$ cat src/rtl/cp0_pkg.sv
// CP0 shared definitions: register indices, SR field layout,
// and the SR read-word packer.
package cp0_pkg;

  localparam logic [4:0] CP0_SR    = 5'd12;
  localparam logic [4:0] CP0_CAUSE = 5'd13;
  localparam logic [4:0] CP0_EPC   = 5'd14;
  localparam logic [4:0] CP0_PRID  = 5'd15;

  localparam int IM_HI   = 15;
  localparam int IM_LO   = 10;
  localparam int EXL_BIT = 1;
  localparam int IE_BIT  = 0;

  typedef struct packed {
    logic [5:0] im;
    logic       exl;
    logic       ie;
  } sr_t;

  function automatic logic [31:0] sr_word(sr_t s);
    logic [31:0] w;
    w = '0;
    w[IM_HI:IM_LO] = s.im;
    w[EXL_BIT]     = s.exl;
    w[IE_BIT]      = s.ie;
    return w;
  endfunction

endpackage

$ cat src/rtl/cp0_sync.sv
// Multi-stage flop chain with async clear, used to bring the
// external interrupt lines into the clock domain.
module cp0_sync #(
  parameter int WIDTH  = 6,
  parameter int STAGES = 2
) (
  input  logic             clk,
  input  logic             rst,
  input  logic [WIDTH-1:0] d,
  output logic [WIDTH-1:0] q
);

  logic [STAGES-1:0][WIDTH-1:0] stg;

  always_ff @(posedge clk or posedge rst) begin
    if (rst) begin
      stg <= '0;
    end else begin
      stg[0] <= d;
      for (int i = 1; i < STAGES; i++) begin
        stg[i] <= stg[i-1];
      end
    end
  end

  assign q = stg[STAGES-1];

endmodule

$ cat src/rtl/cp0_unit.sv
// Coprocessor 0: SR, Cause, EPC, PRId and the interrupt request
// presented to the multi-cycle controller.
module cp0_unit
  import cp0_pkg::*;
#(
  parameter logic [31:0] PRID        = 32'h0000_1921,
  parameter int          SYNC_STAGES = 2
) (
  input  logic        clk,
  input  logic        rst,
  input  logic [4:0]  Sel,
  input  logic [31:0] DIn,
  input  logic        Wen,
  input  logic [29:0] PC,
  input  logic [5:0]  HWInt,
  input  logic        EXLSet,
  input  logic        EXLClr,
  output logic        IntReq,
  output logic [29:0] EPC,
  output logic [31:0] DOut
);

  sr_t         sr;
  logic [29:0] epc_q;
  logic [5:0]  ip;
  logic        wr_sr;
  logic        wr_epc;

  cp0_sync #(
    .WIDTH  (6),
    .STAGES (SYNC_STAGES)
  ) u_sync (
    .clk (clk),
    .rst (rst),
    .d   (HWInt),
    .q   (ip)
  );

  assign wr_sr  = Wen && (Sel == CP0_SR);
  assign wr_epc = Wen && (Sel == CP0_EPC);

  // Hardware strobes outrank mtc0 on EXL and EPC.
  always_ff @(posedge clk or posedge rst) begin
    if (rst) begin
      sr    <= '0;
      epc_q <= '0;
    end else begin
      if (wr_sr) begin
        sr.im <= DIn[IM_HI:IM_LO];
        sr.ie <= DIn[IE_BIT];
      end
      if (EXLSet) begin
        sr.exl <= 1'b1;
      end else if (EXLClr) begin
        sr.exl <= 1'b0;
      end else if (wr_sr) begin
        sr.exl <= DIn[EXL_BIT];
      end
      if (EXLSet) begin
        epc_q <= PC;
      end else if (wr_epc) begin
        epc_q <= DIn[31:2];
      end
    end
  end

  assign EPC    = epc_q;
  assign IntReq = (|(ip & sr.im)) & sr.ie & ~sr.exl;

  always_comb begin
    DOut = '0;
    unique case (1'b1)
      (Sel == CP0_SR):    DOut = sr_word(sr);
      (Sel == CP0_CAUSE): DOut = {16'h0, ip, 10'h0};
      (Sel == CP0_EPC):   DOut = {epc_q, 2'b00};
      (Sel == CP0_PRID):  DOut = PRID;
      default:            DOut = '0;
    endcase
  end

endmodule

$ cat config.mk
export PLATFORM = sky130hd
export DESIGN_NAME = cp0_unit
export DESIGN_NICKNAME = d
export VERILOG_FILES = /design/src/rtl/cp0_pkg.sv /design/src/rtl/cp0_sync.sv /design/src/rtl/cp0_unit.sv
export SDC_FILE = /design/constraint.sdc
export NUM_CORES = 1
export LEC_CHECK = 0
export CAP_MARGIN = 15
export CORE_ASPECT_RATIO = 0.6
export CORE_MARGIN = 8
export CORE_UTILIZATION = 35
export DETAILED_ROUTE_END_ITERATION = 7
export GPL_ROUTABILITY_DRIVEN = 0
export PLACE_DENSITY = 0.69
export SETUP_SLACK_MARGIN = 0.5
export SYNTH_ARGS = -nofsm -noshare
export SYNTH_HDL_FRONTEND = slang
export SYNTH_SLANG_ARGS = --single-unit
$ cat constraint.sdc
create_clock -name clk -period 1.5 [get_ports clk]
set_input_delay 0.15 -clock clk [delete_from_list [all_inputs] [get_ports clk]]
set_output_delay 0.15 -clock clk [all_outputs]
set_load 0.05 [all_outputs]
==> results of run 1 <==
-- logic make-up (layout without fill, tap and decap cells) --
logic type / after synthesis / in the layout / synth area share (%)
AOI/OAI and AO/OA: 102 / 102 / 23.1
buffers and inverters: 32 / 210 / 5.42
DFF: 50 / 50 / 47.5
muxes: 13 / 13 / 5.37
and+or+nand+nor: 80 / 80 / 18.6
-- repair_timing --
| item | in CTS | in global routing |
|---|---|---|
| endpoints found under the setup margin | 101 | 101 |
| gates resized for setup | 146 | 32 |
| gates cloned | 4 | 0 |
| setup buffers | 20 | 10 |
| pin swaps | 39 | 18 |
-- final cells by class --
| class | count | area [um2] | area share, % |
|---|---|---|---|
| Multi-Input combinational cell | 195 | 1900 | 30.9 |
| Clock inverter | 3 | 45.0 | 0.731 |
| Sequential cell | 50 | 1290 | 20.9 |
| Inverter | 3 | 15.0 | 0.244 |
| Tap cell | 104 | 130 | 2.11 |
| Clock buffer | 5 | 125 | 2.03 |
| Timing Repair Buffer | 199 | 2660 | 43.1 |
-- metrics by stage --
stage / hold WS (ns) / instances / util (%)
global placement: 0.333 / 517 / 67.9
detailed placement: 0.335 / 517 / 67.9
floorplan: 0.181 / 277 / -
finish: 0.255 / 559 / 84.8
global route: 0.277 / 559 / 84.8
CTS: 0.278 / 549 / 81.4
-- path summary, 6_finish.rpt --
path / start / endpoint / cells past startpoint / slack [ns]
setup / recovery: EPC[10] / DOut[12] / 4 / -0.02
hold / removal: rst / u_sync.stg[0] / 3 / 0.25
setup reg to reg: sr[1] / sr[1] / 2 / 0.48
hold reg to reg: u_sync.stg[0] / u_sync.q[0] / 0 / 0.35
max in group asynchronous: rst / EPC[27] / 3 / 0.97
min in group clk: HWInt[1] / u_sync.stg[1] / 1 / 0.29
-- cell usage in the layout (no fill, tap or decap), drive strengths merged, types with 2 or more instances in the layout --
cell type / netlist / routed
nand2: 7 / 7
clkdlybuf4s50: 0 / 70
mux2i: 4 / 4
clkinvlp: 0 / 3
inv: 3 / 2
a31oi: 14 / 14
clkbuf: 20 / 5
a21oi: 35 / 35
mux2: 9 / 9
nor2b: 32 / 32
o22ai: 2 / 2
nor2: 6 / 6
a41oi: 16 / 16
dfrtp: 50 / 50
a22oi: 3 / 3
buf: 9 / 128
and3: 22 / 22
or2: 4 / 4
o21ai: 30 / 30
-- worst max-delay path: cells and delay by family (launching register included) --
| family | cells | cell delay (ns) |
|---|---|---|
| buf+inv | 1 | 0.15 |
| compound gates | 1 | 0.15 |
| simple gates | 1 | 0.07 |
| flops | 1 | 0.42 |
| mux | 1 | 0.28 |
-- registers in the layout, indices dropped and copies added (netlist names) --
name,flops
u_sync.q,6
sr,8
u_sync.stg,6
EPC,30
-- routing by layer --
| metal | up-vias | wire length (um) | GRT usage [%] |
|---|---|---|---|
| met5 | - | 0 | 0 |
| met4 | 0 | 126 | 3.22 |
| met3 | 10 | 979 | 6.95 |
| met2 | 130 | 5840 | 35.1 |
| met1 | 1541 | 5530 | 29.0 |
| li1 | 1375 | - | - |
-- where the power goes --
part	total, mW	switching [mW]	internal (mW)	leakage [nW]
clock	1.32	0.532	0.787	0.0760
combinational	1.68	0.833	0.846	1.71
sequential	1.64	0.150	1.49	0.550
==> out/qor.yml, run 1 <==
global_route:
  track_usage_pct: 22.0
  antenna_found_initial: 0
  grt_max_degree: 62
  grt_pass1_wl_um: 18500
  grt_pass1_vias: 3158
  grt_overflow_total: 0
floorplanning:
  dieArea_mm2: 0.0106
  pin_count: 141
  num_rows: 24
  die_width_um: 128
  start_util_pct: 36.2
  coreArea_mm2: 0.00727
  die_h_um: 83.2
logic_synthesis:
  synth_top_area_share_pct: 47.5
  async_flop_share_pct: 100
  synth_top_cell_by_area: "dfrtp_1"
  synth_area_mm2: 0.00263
  avgSynthCellArea_um2: 9.50
  ys.warnings.count: 0
  seq_area_frac_synth_pct: 47.5
  synth_seq_cells: 50
  synth_area_leaders: "dfrtp_1 (48%), nor2b_1 (7.6%), a21oi_1 (6.7%), a41oi_1 (5.3%), and3_1 (5.2%)"
  synth_edf_count: 0
  yosysMostFrequentCell: "dfrtp_1"
  synth_fp_nets: 355
  synth_common_cells: "dfrtp_1 (50), a21oi_1 (35), nor2b_1 (32)"
  synth-main-ff-cell: "dfrtp_1"
  syn_inst: 277
  synth_cell_types: 32
critical_path:
  cpPeakStageDelay_ns: 0.42
  path_cells: "mux2_4, o22ai_2, nor2_2, buf_12"
  critPathKind: "flip-flop to output pin"
  slowest_stage: "dfrtp_1"
  startpoint_type: "flip-flop"
  crit_arrival_ns: 1.37
  required_ns: 1.35
  end_kind: "output pin"
  cp_max_fo: 2
clock_network:
  cts_root_buf: "clkbuf_16"
  clk_pin_slew_ns: 0.07
  cts_tree: "done"
  clockBufferDepth: 2
  htree_num_levels: 2
  numCtsBuffers: 5
  cts_hold_buf: 0
  clk_latency_ns: 0.29
  cts.sinks: 50
route:
  wl_per_cell_um: 22.3
  viasPerCell: 5.47
  drc: 0
  antenna_left: 0
  dr_total_vias: 3056
  drt-pass1-iter-count: 4
  drt_iter0_drc: 243
  totalWireLength_um: 12500
outcome:
  status: "complete, but fails checks"
  violations: "negative setup slack"
power:
  power.total_mw: 4.64
  p_leak_nw: 2.34
  p_per_area_mw_per_mm2: 753
  ir_drop_mv: 0.511
sta:
  worst_slew_pin_slew_ns: 0.411
  max_slew_margin_pct: 72.6
  rsz0062_at_grt: "yes"
  finalCritPeriodShare_pct: 101
  slew_violations: 0
  setup_tns_ns: -0.0379
  setup_viol: 3
  fin_skew_ns: 0.000995
  hold_violations: 0
  final.min_clock_period_ns: 1.52
  max_freq_ghz: 0.658
  postLayoutSetupSlackWorst_ns: -0.0204
placement:
  place_ws_ns: -0.267
  dpl_cell_area_mm2: 0.00493
  io_buffers: 140
  dpl.hpwl_um: 7880
flow_run:
  cap_violations: 0
final_layout:
  nets: 532
  area_growth_pct: 134
  design_area_mm2: 0.00616
  drive_above_1_share_pct: 58.7
  n_fill_cell: 374
  diodes: 0
hold_path:
  min_path_type: "input pin to asynchronous set/reset pin"
Note: power is estimated with default switching activity, not from simulation.
==> run 2: changes to the inputs <==
--- a/config.mk
+++ b/config.mk
@@ -12,6 +12,7 @@
 export DETAILED_ROUTE_END_ITERATION = 7
 export GPL_ROUTABILITY_DRIVEN = 0
 export PLACE_DENSITY = 0.69
+export RECOVER_POWER = 25
 export SETUP_SLACK_MARGIN = 0.5
 export SYNTH_ARGS = -nofsm -noshare
 export SYNTH_HDL_FRONTEND = slang
==> out/qor.yml, run 2 (synthesis gave the netlist of run 1 again) <==
outcome:
  status: "complete, but fails checks"
  violations: "negative setup slack"
power:
  ir_drop_mv: 0.512  # about the same
  power.total_mw: 4.63  # -0.17%
  p_leak_nw: 2.33  # -0.13%
  p_per_area_mw_per_mm2: 753  # about the same
final_layout:
  diodes: 0  # unchanged
  area_growth_pct: 134
  final_common_cell: "clkdlybuf4s50_1"
  n_fill_cell: 376  # +0.53%
  drive_above_1_share_pct: 58.7  # unchanged
  layout_common_cells: "clkdlybuf4s50_1 (63), buf_12 (43), buf_8 (36), nor2b_1 (31), dfrtp_2 (29)"
  largest_reg_flops: 30  # unchanged
  nets: 532  # unchanged
critical_path:
  reg2reg_depth: 2  # unchanged
  end_kind: "output pin"
  required_ns: 1.35  # about the same
  cp_max_fo: 2  # unchanged
  startpoint_type: "flip-flop"
  critPathKind: "flip-flop to output pin"
  crit_arrival_ns: 1.37  # about the same
sta:
  fin_skew_ns: 0.000993  # -0.00000189 ns
  final.min_clock_period_ns: 1.52  # -0.00163 ns
  finalCritPeriodShare_pct: 101  # -0.11 points
  worst_slew_pin_slew_ns: 0.710  # +0.298 ns
  max_freq_ghz: 0.658  # +0.11%
  slew_violations: 0  # unchanged
  hold_ws_ns: 0.351  # +0.0965 ns
  rsz0062_at_grt: "yes"
  postLayoutSetupSlackWorst_ns: -0.0188  # +0.00163 ns
  setup_viol: 3  # unchanged
  setup_tns_ns: -0.0356  # +0.00235 ns
  hold_violations: 0  # unchanged
  max_slew_margin_pct: 52.7  # -20 points
clock_network:
  numCtsBuffers: 5  # unchanged
  cts_root_buf: "clkbuf_16"
  htree_num_levels: 2  # unchanged
  clk_latency_ns: 0.30  # about the same
  clockBufferDepth: 2  # unchanged
  cts_tree: "done"
  clk_pin_slew_ns: 0.07  # about the same
  cts.sinks: 50  # unchanged
global_route:
  grt_max_degree: 62  # unchanged
  grt_pass1_vias: 3158  # unchanged
  grt_pass1_wl_um: 18500  # unchanged
  grt_overflow_total: 0  # unchanged
  track_usage_pct: 22.0  # unchanged
  antenna_found_initial: 0  # unchanged
floorplanning:
  num_rows: 24  # unchanged
  coreArea_mm2: 0.00727  # unchanged
  die_h_um: 83.2  # unchanged
  start_util_pct: 36.2  # unchanged
  dieArea_mm2: 0.0106  # unchanged
  pin_count: 141  # unchanged
  die_width_um: 128  # unchanged
flow_run:
  cap_violations: 0  # unchanged
route:
  drt-pass1-iter-count: 4  # unchanged
  totalWireLength_um: 12500  # about the same
  drt_iter0_drc: 252  # +3.7%
  wl_per_cell_um: 22.3  # about the same
  antenna_left: 0  # unchanged
  drc: 0  # unchanged
  dr_total_vias: 3051  # -0.16%
  viasPerCell: 5.46  # -0.16%
placement:
  io_buffers: 140  # unchanged
  dpl.hpwl_um: 7880  # unchanged
hold_path:
  holdPathStages: 0
  min_path_type: "flip-flop to flip-flop"
-- run 2: routing by layer --
| metal | vias to the layer above | part of all wire, % | GRT usage (%) |
|---|---|---|---|
| li1 | 1374 | - | - |
| met1 | 1538 | 44 | 29.0 |
| met2 | 129 | 47 | 35.1 |
| met3 | 10 | 8.0 | 6.95 |
| met4 | 0 | 1.0 | 3.22 |
| met5 | - | 0 | 0 |
-- run 2: power breakdown --
group / total [mW] / internal (mW) / switching [mW]
sequential: 1.64 / 1.49 / 0.151
combinational: 1.67 / 0.838 / 0.831
clock: 1.32 / 0.788 / 0.532
total: 4.63 / 3.12 / 1.51
-- run 2: worst paths after layout --
kind	from	end	slack [ns]
min in group asynchronous	rst	u_sync.stg[0]	0.56
worst min-delay path	u_sync.stg[0]	u_sync.q[0]	0.35
worst min register to register	u_sync.stg[0]	u_sync.q[0]	0.35
worst max register to register	sr[1]	sr[1]	0.48
max in group asynchronous	rst	EPC[24]	0.41
worst max-delay path	EPC[10]	DOut[12]	-0.02
-- run 2: cell type report --
| cell class | count | area (um2) | share of cell area [%] |
|---|---|---|---|
| sequential | 50 | 1290 | 20.9 |
| inverter | 3 | 15.0 | 0.244 |
| clock buffer | 5 | 125 | 2.03 |
| clock inverter | 3 | 45.0 | 0.732 |
| multi-input combinational | 195 | 1900 | 30.9 |
| tap | 104 | 130 | 2.12 |
| timing repair buffer | 199 | 2650 | 43.0 |
-- run 2: repair_timing --
action                     in CTS  in global routing
setup endpoints to repair     101                101
hold buffers                    0                  0
cloned                          4                  0
buffers inserted               20                 10
gates resized for setup       146                 32
pin swaps                      39                 18
-- run 2: worst max-delay path: stages (launching register included) --
cell     delay [ns]
dfrtp_1        0.42
mux2_4         0.28
o22ai_2        0.15
nor2_2         0.07
buf_12         0.15
-- run 2: metrics by stage --
step           setup WS [ns]  utilization (%)  cells  instance area [um2]
2_1_floorplan        -0.0415                -    277                 3100
6_report             -0.0188             84.6    559                 6150
4_1_cts             -0.00892             81.4    549                 5910
3_5_place_dp          -0.267             67.9    517                 4930
5_1_grt              -0.0535             84.6    559                 6150
3_3_place_gp          -0.226             67.9    517                 4930
